### config.mk
export PLATFORM = sky130hd
export DESIGN_NAME = reaction_timer_core
export DESIGN_NICKNAME = d
export VERILOG_FILES = /design/src/rtl/reaction_timer_core.sv
export SDC_FILE = /design/constraint.sdc
export NUM_CORES = 1
export LEC_CHECK = 0
export CORE_MARGIN = 8
export CORE_UTILIZATION = 60
export DETAILED_ROUTE_END_ITERATION = 8
export GPL_ROUTABILITY_DRIVEN = 0
export MAX_ROUTING_LAYER = met4
export PLACE_DENSITY_LB_ADDON = 0.3
export SKIP_LAST_GASP = 1
export SLEW_MARGIN = 15
export SYNTH_ARGS = -nofsm -noshare
export SYNTH_HDL_FRONTEND = slang
export SYNTH_SLANG_ARGS = --single-unit
### constraint.sdc
create_clock -name Clock -period 7.4 [get_ports Clock]
set_clock_uncertainty 0.2 [all_clocks]
set_input_delay 1.11 -clock Clock [delete_from_list [all_inputs] [get_ports Clock]]
set_output_delay 1.11 -clock Clock [all_outputs]
set_load 0.005 [all_outputs]
### src/rtl/reaction_timer_core.sv
// Reaction timer engine: start, random wait, stimulus, BCD ms capture.
// Optional false-start detection enabled by defining REACTION_FOUL_EN.
module reaction_timer_core #(
  parameter int TICK_DIV     = 50000,
  parameter int MIN_DELAY_MS = 1000,
  parameter int DELAY_BITS   = 10
) (
  input  logic       Clock,
  input  logic       Resetn,
  input  logic       Start,
  input  logic       React,
  output logic       Stimulus,
  output logic       Busy,
  output logic       Foul,
  output logic       Compare,
  output logic [3:0] Digit3,
  output logic [3:0] Digit2,
  output logic [3:0] Digit1,
  output logic [3:0] Digit0
);

  localparam int DIV_W = (TICK_DIV > 1) ? $clog2(TICK_DIV) : 1;
  localparam int DLY_W = $clog2(MIN_DELAY_MS + (1 << DELAY_BITS) + 1);
  localparam logic [DIV_W-1:0] DIV_LAST = DIV_W'(TICK_DIV - 1);
  localparam logic [15:0] LFSR_SEED = 16'hACE1;

  typedef enum logic [2:0] {
    S_IDLE,
    S_WAIT,
    S_ARMED,
`ifdef REACTION_FOUL_EN
    S_DONE,
    S_FOUL
`else
    S_DONE
`endif
  } state_t;

  state_t           state_q, state_d;
  logic             start_prev_q, start_prev_d;
  logic             react_prev_q, react_prev_d;
  logic [15:0]      lfsr_q, lfsr_d;
  logic [DIV_W-1:0] div_q, div_d;
  logic [DLY_W-1:0] dly_q, dly_d;
  logic [15:0]      bcd_q, bcd_d;
  logic             stim_q, stim_d;
  logic             busy_q, busy_d;
  logic             cmp_q, cmp_d;
  logic             start_edge;
  logic             react_edge;
  logic             tick;
  logic [15:0]      bcd_inc;
  logic             at_max;

`ifdef REACTION_FOUL_EN
  logic             foul_q, foul_d;
  assign Foul = foul_q;
`else
  assign Foul = 1'b0;
`endif

  assign start_edge = Start & ~start_prev_q;
  assign react_edge = React & ~react_prev_q;
  assign tick       = (div_q == DIV_LAST);
  assign at_max     = (bcd_q == 16'h9999);

  assign Stimulus = stim_q;
  assign Busy     = busy_q;
  assign Compare  = cmp_q;
  assign Digit3   = bcd_q[15:12];
  assign Digit2   = bcd_q[11:8];
  assign Digit1   = bcd_q[7:4];
  assign Digit0   = bcd_q[3:0];

  // Edge history and free-running LFSR (taps 16,14,13,11)
  always_comb begin
    start_prev_d = Start;
    react_prev_d = React;
    lfsr_d = {lfsr_q[14:0],
              lfsr_q[15] ^ lfsr_q[13] ^ lfsr_q[12] ^ lfsr_q[10]};
  end

  // Four-digit BCD increment with rippling carries
  always_comb begin
    logic carry;
    bcd_inc = bcd_q;
    carry   = 1'b1;
    for (int i = 0; i < 4; i++) begin
      if (carry) begin
        if (bcd_q[4*i +: 4] == 4'd9) begin
          bcd_inc[4*i +: 4] = 4'd0;
        end else begin
          bcd_inc[4*i +: 4] = bcd_q[4*i +: 4] + 4'd1;
          carry = 1'b0;
        end
      end
    end
  end

  // Next-state, counters and registered outputs
  always_comb begin
    state_d = state_q;
    dly_d   = dly_q;
    bcd_d   = bcd_q;
    cmp_d   = 1'b0;
`ifdef REACTION_FOUL_EN
    foul_d  = foul_q;
`endif
    if (state_q == S_WAIT || state_q == S_ARMED) begin
      div_d = tick ? '0 : div_q + DIV_W'(1);
    end else begin
      div_d = '0;
    end

    unique case (state_q)
      S_WAIT: begin
`ifdef REACTION_FOUL_EN
        if (react_edge) begin
          state_d = S_FOUL;
          foul_d  = 1'b1;
        end else
`endif
        if (tick) begin
          if (dly_q <= DLY_W'(1)) begin
            state_d = S_ARMED;
            dly_d   = '0;
            div_d   = '0;
          end else begin
            dly_d = dly_q - DLY_W'(1);
          end
        end
      end
      S_ARMED: begin
        if (react_edge) begin
          state_d = S_DONE;
          cmp_d   = 1'b1;
          bcd_d   = (bcd_q == 16'h0000) ? 16'h0001 : bcd_q;
        end else if (tick) begin
          if (at_max) begin
            state_d = S_DONE;
          end else begin
            bcd_d = bcd_inc;
          end
        end
      end
      default: begin
        if (start_edge) begin
          state_d = S_WAIT;
          dly_d   = DLY_W'(MIN_DELAY_MS)
                  + DLY_W'(lfsr_q[DELAY_BITS-1:0]);
          bcd_d   = '0;
          div_d   = '0;
`ifdef REACTION_FOUL_EN
          foul_d  = 1'b0;
`endif
        end
      end
    endcase

    stim_d = (state_d == S_ARMED);
    busy_d = (state_d == S_WAIT) || (state_d == S_ARMED);
  end

  // State register with synchronous active-low reset
  always_ff @(posedge Clock) begin
    if (!Resetn) begin
      state_q      <= S_IDLE;
      start_prev_q <= 1'b0;
      react_prev_q <= 1'b0;
      lfsr_q       <= LFSR_SEED;
      div_q        <= '0;
      dly_q        <= '0;
      bcd_q        <= '0;
      stim_q       <= 1'b0;
      busy_q       <= 1'b0;
      cmp_q        <= 1'b0;
`ifdef REACTION_FOUL_EN
      foul_q       <= 1'b0;
`endif
    end else begin
      state_q      <= state_d;
      start_prev_q <= start_prev_d;
      react_prev_q <= react_prev_d;
      lfsr_q       <= lfsr_d;
      div_q        <= div_d;
      dly_q        <= dly_d;
      bcd_q        <= bcd_d;
      stim_q       <= stim_d;
      busy_q       <= busy_d;
      cmp_q        <= cmp_d;
`ifdef REACTION_FOUL_EN
      foul_q       <= foul_d;
`endif
    end
  end

endmodule

==> results.md <==
* Post-CTS Resized at 0
* Rel. slew slack at ~29%
* Final Total Pwr at 876 µW
* Root buffer cell: clkbuf_8
* Clk sinks at 67
* Most frequent cells in the layout: dfxtp_1 (67), nor2_1 (35), nand2_1 (33)
* Total GRT Usage at about a fifth
* YS warnings at 0
* Pwr/cell area at around 220 nW/µm²
* Fmax at slightly above 300 MHz
* Final setup viols at 0
* Vias at roughly 3.1k
* Vias in the first global route at approximately 2.8k
* CTS Hold Buffers Added at 0
* Sequential area share after synthesis at 38.6%
* Clock buffer depth at 2
* First-pass GRT wire length at roughly 13000 µm
* Initial Utilization at between 60 and 70%
* Final core occ at a little under three quarters
* Asr flop ratio synth at 0%
* Die Area at 8470 µm²
* Setup TNS at 0 ns
* Fin Hold WS at approximately 0.23 ns
* EDFF count, synth at 0
* CP Max Fanout at 15
* Max rail drop VDD at 201 µV
* Detailed placer's ending HPWL at approximately 5300 µm
* Post-synthesis cell type count at 59
* Clk_lat worst skew at ~0.34 ns
* Pins Over Slew Limit at 0
* Final Instance Area at approximately 4000 µm²
* Crit share post-route at a little over two fifths
* Leading area contributor after synthesis: dfxtp_1
* Avg WL per Cell at around 16 µm
* # rows at 27
* Die H at approximately 90 µm
* Max-Cap Viols at 0
* Post-placement cell area at about 3700 µm²
* Initial antenna violation count at 0
* Post-DRT Antenna Nets at 0
* Synth Instances at approximately 400
* Worst path required time at about 7.4 ns
* Startpoint Class: flop
* CTS tree: built
* Most common cell after layout, fill and taps aside: dfxtp_1
* Worst-Margin Slew at about 1.1 ns
* Layout Nets at between 400 and 500
* Crit path DAT at 3.24 ns
* ANT cells at 0
* Clock transition at the registers of the reported paths at approximately 0.080 ns
* Pleak at 0.00146 µW
* Core ar. at 5540 µm²
* DRC at 0
* Setup crit end kind: flop
* Critical path class: reg2reg
* Outcome: finished, final reports clean
* Min-delay worst type: reg2reg
* Mapped cell area at between 3000 and 4000 µm²
* Syn_nets at roughly 420
* CTS Buf Count at 9
* Syn Area/Cell at ~8.6 µm²
* Yosys reg bits at 67
* TritonRoute pass-1 iters at 6
* CTS H-Tree Depth at 3
* Iter 0 DRT Violations at between 300 and 400
* Routed WL at between 7000 and 8000 µm
* Top-area cell type share of the netlist area at between 30% and 40%
* Synth Flop Type: dfxtp_1
* Area Growth Syn to Fin at 13.7%
* Ports at 24
* RSZ-0062 raised after global routing: no
* Synth top area cells: dfxtp_1 (39%), ha_1 (5.8%), nor2_1 (3.8%)
* Grt ovf at 0
* Largest net degree at the start of global routing at 43
* Die Wd at 92.1 µm
* Layout cells sized above 1 at around 5.8%
* IO buf count at 22
* Via density at approximately 6.2
* Postcts setup bufs at 0
* Fin crit period at 3.21 ns
* Final hold violation count at 0
stage by stage:
| stage | cells | worst slack [ns] |
|---|---|---|
| after floorplan | 403 | 4.81 |
| after global placement | 484 | 4.06 |
| after detailed placement | 484 | 4.00 |
| after CTS | 500 | 4.28 |
| after global routing | 500 | 3.94 |
| final | 500 | 4.19 |
synthesized netlist by cell type, types with 13 or more instances:
library cell  count
dfxtp_1          67
nor2_1           35
nand2_1          33
nand3_1          24
o21ai_0          18
a21oi_1          17
ha_1             16
inv_1            16
nand4_1          16
nand2b_1         13
where the power goes:
part	internal [µW]	total, µW	leakage, µW	switching, µW
clock	190	336	0.000106	146
combinational	56.3	143	0.000804	86.4
sequential	379	397	0.000547	17.5
total	626	876	0.00146	250
per-layer routing:
metal	wire length [µm]	global-route usage (%)	share of wire, %
met1	3470	23.9	44
met5	0	-	0
met2	3640	29.3	46
met4	148	7.52	1.9
met3	584	4.89	7.4
path summary, 6_finish.rpt:
check	startpoint	end	slack [ns]	cells past startpoint
min	lfsr_q[14]	lfsr_q[15]	0.23	1
max	div_q[14]	dly_q[5]	4.19	5
min reg2reg	lfsr_q[14]	lfsr_q[15]	0.23	1
max reg2reg	div_q[14]	dly_q[5]	4.19	5
registers in the layout (all words and copies together) (netlist names):
signal        cells
bcd_q            16
div_q            16
lfsr_q           16
dly_q            11
state_q           3
Busy              1
Compare           1
Stimulus          1
react_prev_q      1
start_prev_q      1
worst max-delay path, cell delays in order (launching register included):
cell and delay [ns]:
dfxtp_1 0.37, nor4bb_1 0.37, nand4_1 0.59, o22ai_1 1.04
o21ai_0 0.22, a32o_1 0.32
layout make-up:
type / count / area (µm²)
inverter: 16 / 60.1
multi-input combinational: 306 / 2010
sequential: 67 / 1340
clock inverter: 6 / 90.1
timing repair buffer: 23 / 228
fill: 442 / 1590
clock buffer: 10 / 128
tap: 72 / 90.1
logic make-up after synthesis:
group / Yosys count / synth area share (%)
buf+inv: 30 / 3.42
compound gates: 75 / 15.2
other cells: 1 / 0.108
mux: 7 / 2.02
fa+ha+maj: 16 / 5.77
simple gates: 186 / 29.6
xor+xnor: 21 / 5.30
flops: 67 / 38.6
No activity file was read; power rests on OpenSTA's default activity.
